==> src/rtl/int_stim_gen_if.sv <==
// Config/control/status bundle for the interrupt stimulus generator.
// The bench drives the master side; the generator takes the slave side.
interface int_stim_gen_if #(
  parameter int NUM_CH = 2,
  parameter int CNT_W  = 16
);
  logic              run;
  logic              cnt_clr;
  logic              cfg_we;
  logic [2:0]        cfg_ch;
  logic [1:0]        cfg_addr;
  logic [CNT_W-1:0]  cfg_wdata;
  logic [NUM_CH-1:0] ack;
  logic [NUM_CH-1:0] int_n;
  logic [CNT_W-1:0]  cycle_cnt;
  logic [NUM_CH-1:0] ch_busy;

  modport master (
    output run, cnt_clr, cfg_we, cfg_ch,
    output cfg_addr, cfg_wdata, ack,
    input  int_n, cycle_cnt, ch_busy
  );

  modport slave (
    input  run, cnt_clr, cfg_we, cfg_ch,
    input  cfg_addr, cfg_wdata, ack,
    output int_n, cycle_cnt, ch_busy
  );
endinterface

==> src/rtl/int_stim_gen.sv <==
// Programmable active-low interrupt stimulus generator.
// One shared cycle counter; one window/periodic/latched FSM per channel.
module int_stim_gen #(
  parameter int NUM_CH = 2,
  parameter int CNT_W  = 16
) (
  input  logic          clk_ph1,
  input  logic          rst,
  int_stim_gen_if.slave bus
);

  typedef enum logic [2:0] {
    S_IDLE, S_WAIT, S_ACTIVE, S_GAP, S_DONE
  } state_t;

  localparam logic [1:0] M_OFF = 2'd0;
  localparam logic [1:0] M_WIN = 2'd1;
  localparam logic [1:0] M_LAT = 2'd3;
  localparam logic [CNT_W-1:0] ONE = CNT_W'(1);

  logic [CNT_W-1:0]  cnt_q;
  logic [CNT_W-1:0]  start_q  [NUM_CH];
  logic [CNT_W-1:0]  width_q  [NUM_CH];
  logic [CNT_W-1:0]  period_q [NUM_CH];
  logic [1:0]        mode_q   [NUM_CH];
  logic [CNT_W-1:0]  w_eff    [NUM_CH];
  logic [CNT_W-1:0]  p_eff    [NUM_CH];
  logic [CNT_W-1:0]  wcnt_q   [NUM_CH];
  logic [CNT_W-1:0]  wcnt_d   [NUM_CH];
  logic [CNT_W-1:0]  gcnt_q   [NUM_CH];
  logic [CNT_W-1:0]  gcnt_d   [NUM_CH];
  state_t            state_q  [NUM_CH];
  state_t            state_d  [NUM_CH];
  logic [NUM_CH-1:0] wr;
  logic [NUM_CH-1:0] busy;
  logic [NUM_CH-1:0] int_n_q;

  for (genvar g = 0; g < NUM_CH; g++) begin : g_ch
    assign wr[g]    = bus.cfg_we && (bus.cfg_ch == 3'(g));
    assign w_eff[g] = (width_q[g] == '0) ? ONE : width_q[g];
    assign p_eff[g] = (period_q[g] == '0) ? ONE : period_q[g];
    assign busy[g]  = (state_q[g] == S_WAIT) ||
                      (state_q[g] == S_ACTIVE) ||
                      (state_q[g] == S_GAP);
  end

  always_ff @(posedge clk_ph1 or posedge rst) begin
    if (rst) begin
      cnt_q <= '0;
    end else if (bus.cnt_clr) begin
      cnt_q <= '0;
    end else if (bus.run) begin
      cnt_q <= cnt_q + ONE;
    end
  end

  always_ff @(posedge clk_ph1 or posedge rst) begin
    if (rst) begin
      for (int i = 0; i < NUM_CH; i++) begin
        start_q[i]  <= '0;
        width_q[i]  <= '0;
        period_q[i] <= '0;
        mode_q[i]   <= M_OFF;
      end
    end else begin
      for (int i = 0; i < NUM_CH; i++) begin
        if (wr[i]) begin
          unique case (bus.cfg_addr)
            2'd0:    start_q[i]  <= bus.cfg_wdata;
            2'd1:    width_q[i]  <= bus.cfg_wdata;
            2'd2:    period_q[i] <= bus.cfg_wdata;
            default: mode_q[i]   <= bus.cfg_wdata[1:0];
          endcase
        end
      end
    end
  end

  // A config write always parks the channel, overriding ack and timers.
  always_comb begin
    for (int i = 0; i < NUM_CH; i++) begin
      state_d[i] = state_q[i];
      wcnt_d[i]  = wcnt_q[i];
      gcnt_d[i]  = gcnt_q[i];
      if (wr[i]) begin
        state_d[i] = S_IDLE;
      end else begin
        case (state_q[i])
          S_IDLE: begin
            if (mode_q[i] != M_OFF) state_d[i] = S_WAIT;
          end
          S_WAIT: begin
            if (bus.run && cnt_q == start_q[i]) begin
              state_d[i] = S_ACTIVE;
              wcnt_d[i]  = w_eff[i];
            end
          end
          S_ACTIVE: begin
            if (mode_q[i] == M_LAT) begin
              if (bus.ack[i]) begin
                state_d[i] = S_GAP;
                gcnt_d[i]  = p_eff[i];
              end
            end else if (bus.run) begin
              if (wcnt_q[i] == ONE) begin
                if (mode_q[i] == M_WIN) begin
                  state_d[i] = S_DONE;
                end else begin
                  state_d[i] = S_GAP;
                  gcnt_d[i]  = p_eff[i];
                end
              end else begin
                wcnt_d[i] = wcnt_q[i] - ONE;
              end
            end
          end
          S_GAP: begin
            if (bus.run) begin
              if (gcnt_q[i] == ONE) begin
                state_d[i] = S_ACTIVE;
                wcnt_d[i]  = w_eff[i];
              end else begin
                gcnt_d[i] = gcnt_q[i] - ONE;
              end
            end
          end
          default: state_d[i] = state_q[i];
        endcase
      end
    end
  end

  always_ff @(posedge clk_ph1 or posedge rst) begin
    if (rst) begin
      for (int i = 0; i < NUM_CH; i++) begin
        state_q[i] <= S_IDLE;
        wcnt_q[i]  <= '0;
        gcnt_q[i]  <= '0;
      end
      int_n_q <= '1;
    end else begin
      for (int i = 0; i < NUM_CH; i++) begin
        state_q[i] <= state_d[i];
        wcnt_q[i]  <= wcnt_d[i];
        gcnt_q[i]  <= gcnt_d[i];
        int_n_q[i] <= (state_d[i] != S_ACTIVE);
      end
    end
  end

  assign bus.int_n     = int_n_q;
  assign bus.cycle_cnt = cnt_q;
  assign bus.ch_busy   = busy;

endmodule

==> src/flat_wrapper.sv <==
// flat-port wrapper written by rule: the top's interface ports become plain ports
module int_stim_gen_flat 
#(
  parameter int NUM_CH = 2,
  parameter int CNT_W  = 16
)
  (clk_ph1, rst, bus_run, bus_cnt_clr, bus_cfg_we, bus_cfg_ch, bus_cfg_addr, bus_cfg_wdata, bus_ack, bus_int_n, bus_cycle_cnt, bus_ch_busy);
  int_stim_gen_if #(.NUM_CH(NUM_CH), .CNT_W(CNT_W)) bus_i ();
  input  logic clk_ph1;
  input  logic rst;
  input wire logic [$bits(bus_i.run)-1:0] bus_run;
  input wire logic [$bits(bus_i.cnt_clr)-1:0] bus_cnt_clr;
  input wire logic [$bits(bus_i.cfg_we)-1:0] bus_cfg_we;
  input wire logic [$bits(bus_i.cfg_ch)-1:0] bus_cfg_ch;
  input wire logic [$bits(bus_i.cfg_addr)-1:0] bus_cfg_addr;
  input wire logic [$bits(bus_i.cfg_wdata)-1:0] bus_cfg_wdata;
  input wire logic [$bits(bus_i.ack)-1:0] bus_ack;
  output wire logic [$bits(bus_i.int_n)-1:0] bus_int_n;
  output wire logic [$bits(bus_i.cycle_cnt)-1:0] bus_cycle_cnt;
  output wire logic [$bits(bus_i.ch_busy)-1:0] bus_ch_busy;
  assign bus_i.run = bus_run;
  assign bus_i.cnt_clr = bus_cnt_clr;
  assign bus_i.cfg_we = bus_cfg_we;
  assign bus_i.cfg_ch = bus_cfg_ch;
  assign bus_i.cfg_addr = bus_cfg_addr;
  assign bus_i.cfg_wdata = bus_cfg_wdata;
  assign bus_i.ack = bus_ack;
  assign bus_int_n = bus_i.int_n;
  assign bus_cycle_cnt = bus_i.cycle_cnt;
  assign bus_ch_busy = bus_i.ch_busy;
  int_stim_gen #(.NUM_CH(NUM_CH), .CNT_W(CNT_W)) u_core (.clk_ph1(clk_ph1), .rst(rst), .bus(bus_i));
endmodule
==> config.mk <==
export PLATFORM = sky130hd
export DESIGN_NAME = int_stim_gen_flat
export DESIGN_NICKNAME = d
export VERILOG_FILES = /design/src/rtl/int_stim_gen_if.sv /design/src/rtl/int_stim_gen.sv /design/src/flat_wrapper.sv
export SDC_FILE = /design/constraint.sdc
export NUM_CORES = 1
export LEC_CHECK = 0
export CORE_ASPECT_RATIO = 1.2
export CORE_MARGIN = 4
export CORE_UTILIZATION = 40
export DETAILED_ROUTE_END_ITERATION = 6
export GPL_ROUTABILITY_DRIVEN = 0
export PLACE_DENSITY_LB_ADDON = 0.08
export SLEW_MARGIN = 30
export SYNTH_ARGS = -nofsm -noshare
export SYNTH_HDL_FRONTEND = slang
export SYNTH_SLANG_ARGS = --single-unit
==> constraint.sdc <==
create_clock -name clk_ph1 -period 7.9 [get_ports clk_ph1]
set_clock_uncertainty 0.2 [all_clocks]
set_input_delay 1.975 -clock clk_ph1 [delete_from_list [all_inputs] [get_ports clk_ph1]]
set_output_delay 1.975 -clock clk_ph1 [all_outputs]
set_load 0.005 [all_outputs]
==> results.py <==
metrics = {
    "clocking": {
        "clk_pin_slew_ns": 0.08,
        "post-cts-setup-buffers": 0,
        "cts_buffer_depth": 2,
        "root_buffer": "clkbuf_16",
        "cts_buffers": 17,
        "clkLatencyLatePin_ns": 0.43,
        "cts_tree": "built",
        "ctsResizeCount": 0,
        "cts_sinks": 188,
        "ctsHoldBuffers": 0,
        "htreeDepth": 4,
    },
    "layout": {
        "fin_cells": 1344,
        "fin_nets": 1048,
        "syn2layout_area_growth_pct": 14.3,
        "fillers": 2341,
        "drive_above_1_share_pct": 15.7,
        "final_common_cell": "dfrtp_1",
        "antenna_cells": 0,
        "layout.cells.most_common_list": "186 x dfrtp_1, 102 x mux2_2, 100 x nor2_1, 54 x a21oi_1, 52 x o21ai_0",
        "final_util_pct": 46.9,
    },
    "worst_setup_path": {
        "endpoint_kind": "flip-flop",
        "cp-start-kind": "input pin",
        "r2r_end": "u_core.gcnt_q[0]$_DFFE_PP0P_",
        "path_delay_family": "simple AND/OR/NAND/NOR gates",
        "slowest_stage": "or4b_1",
        "ff2ff_path_depth": 7,
        "worstPathArrival_ns": 4.47,
        "worst_path_largest_cell_delay_ns": 0.77,
        "crit_chain": "clkdlybuf4s50_1 > nor4b_2 > buf_4 > nor2_1 > or4b_1 > or2_2 > o22a_1",
        "crit_buf_inv": 2,
        "reg2reg_slack_ns": 4.62,
        "path_max_fanout": 16,
        "worst-setup-path-type": "input pin to flip-flop",
        "cp.required_ns": 8.02,
        "rr_startpoint": "u_core.wcnt_q[4]$_DFFE_PP0P_",
    },
    "hold_path": {
        "holdPathStages": 2,
        "min_path_type": "flip-flop to flip-flop",
        "worstHoldStart": "u_core.wcnt_q[6]$_DFFE_PP0P_",
        "hold_path_end": "u_core.wcnt_q[6]$_DFFE_PP0P_",
    },
    "synthesis": {
        "ys_ff_latch": 188,
        "avgSynthCellArea_um2": 10.0,
        "synth_edf_count": 0,
        "synth_top_flop_cell": "dfrtp_1",
        "yosys_warnings": 0,
        "async_reset_ff_share_pct": 100,
        "synth_seq_area_share_pct": 47.5,
        "syn-instance-count": 986,
        "synth_nets": 1023,
        "synth.distinct_cells": 74,
        "synth_area_mm2": 0.00990,
    },
    "job": {
        "drv_cap": 0,
    },
    "drt": {
        "drtPass1Iterations": 5,
        "drt_drc_violations_left": 0,
        "vias_per_cell": 5.84,
        "wl_per_cell_um": 20.2,
        "wirelength_um": 27100,
        "vias": 7846,
        "drt_iter0_markers": 441,
        "postRouteAntennaNets": 0,
    },
    "global_route": {
        "antenna_found_initial": 0,
        "grt_usage_pct": 20.4,
        "grt_overflow_total": 0,
        "grt_pass1_vias": 7929,
        "grt_max_degree": 138,
        "grt_pass1_wl_um": 44000,
    },
    "floorplanning": {
        "die_area_mm2": 0.0273,
        "die_h_um": 180,
        "initial_utilization_pct": 41.0,
        "rows": 62,
        "die_width_um": 152,
        "coreArea_mm2": 0.0241,
        "ioPinCount": 48,
    },
    "sta": {
        "max_freq_mhz": 230,
        "rsz0062_at_grt": "false",
        "relSlewSlack_pct": 42.0,
        "setup_tns_ns": 0,
        "fin_crit_ns": 4.35,
        "post-route-period-util_pct": 55.0,
        "setup_viol": 0,
        "worst_pin_slew_ns": 0.868,
        "drv_slew": 0,
        "finalHoldViolations": 0,
    },
    "power": {
        "ir_drop_uv": 147,
        "power_density_mw_per_mm2": 319,
        "leakagePower_nw": 4.68,
    },
    "placed_design": {
        "placed_cells": 1312,
        "dp_hpwl_um": 18700,
        "io_buffers": 47,
    },
    "status": {
        "status": "completed",
    },
}
kinds of logic (layout without fill, tap and decap cells):
logic type | count (synthesis) | after routing | share of synthesized area [%]
simple gates | 331 | 331 | 17.3
compound gates | 237 | 237 | 15.5
flops | 188 | 188 | 47.5
mux | 104 | 104 | 11.8
buf+inv | 72 | 110 | 2.77
xor+xnor | 45 | 45 | 3.98
fa+ha+maj | 9 | 9 | 1.14
per-stage QoR:
step,hold WS (ns),power [mW],worst slack [ns],area (um^2)
after floorplan,0.268,2.35,0.615,9900
after global placement,0.294,2.68,3.15,10700
after detailed placement,0.299,2.69,3.12,10700
after CTS,0.317,3.63,3.59,11300
after global routing,0.334,3.86,3.41,11300
final,0.318,3.61,3.55,11300
sequential cells by signal (all words and copies together) (netlist names):
register,cells
u_core.state_q,6
u_core.bus.cycle_cnt,16
u_core.period_q,32
u_core.width_q,32
u_core.gcnt_q,32
u_core.bus.int_n,2
u_core.mode_q,4
u_core.wcnt_q,32
u_core.start_q,32
layout make-up:
class                      count  area, um^2  area share, %
multi-input combinational    726        4940           43.6
sequential                   188        4710           41.6
timing repair buffer          58         553           4.89
clock buffer                  19         443           3.91
tap                          320         400           3.54
clock inverter                13         186           1.65
inverter                      20        87.6          0.774
power breakdown:
part           internal, mW  leakage [nW]  switching (mW)
Clock                 0.542         0.308           0.386
Combinational         0.508          1.97           0.653
Sequential             1.23          2.40           0.297
Total                  2.28          4.68            1.34
cells in the mapped netlist (5+ instances only):
cell | count | area, um^2
or3_1 | 11 | 68.8
nand2_1 | 49 | 184
and3_1 | 9 | 56.3
nor3_1 | 36 | 180
nand4_1 | 20 | 125
nand3_1 | 34 | 170
ha_1 | 9 | 113
nor2_1 | 100 | 375
o22ai_1 | 6 | 37.5
nand2b_1 | 7 | 43.8
a21boi_0 | 5 | 37.5
a21oi_1 | 54 | 270
xnor2_1 | 28 | 245
a22oi_1 | 7 | 52.6
xor2_1 | 17 | 149
and4_1 | 6 | 52.6
a31oi_1 | 29 | 181
clkbuf_1 | 48 | 180
nor4_1 | 27 | 169
o21ai_0 | 52 | 260
inv_1 | 20 | 75.1
o31ai_1 | 15 | 113
a211oi_1 | 6 | 45.0
mux2_2 | 102 | 1150
o22a_1 | 14 | 123
a2bb2oi_1 | 6 | 52.6
dfrtp_1 | 186 | 4650
how the worst max path moves through the flow:
stage / start / to / slack (ns) / cells after the start
finish: bus_cfg_we / u_core.wcnt_q[30]$_DFFE_PP0P_ / 3.55 / 7
global route: bus_cfg_ch[1] / u_core.gcnt_q[0]$_DFFE_PP0P_ / 3.41 / 9
CTS: bus_cfg_we / u_core.wcnt_q[30]$_DFFE_PP0P_ / 3.59 / 7
detailed placement: bus_cfg_we / u_core.wcnt_q[30]$_DFFE_PP0P_ / 3.12 / 7
global placement: bus_cfg_we / u_core.wcnt_q[27]$_DFFE_PP0P_ / 3.15 / 7
floorplan: rst / u_core.bus.cycle_cnt[0]$_DFFE_PP0P_ / 0.61 / 1
metal layers:
layer	up-vias	part of all wire (%)	global-route usage [%]
li1	3715	-	-
met4	0	1.7	5.68
met2	152	50	33.5
met3	30	2.6	2.64
met1	3949	46	28.4
met5	-	0	0
worst min-delay path, stage by stage (launching register included):
cell and delay (ns):
dfrtp_1 0.36, o31ai_1 0.07, o21ai_0 0.06
(Power assumes the default switching activity.)
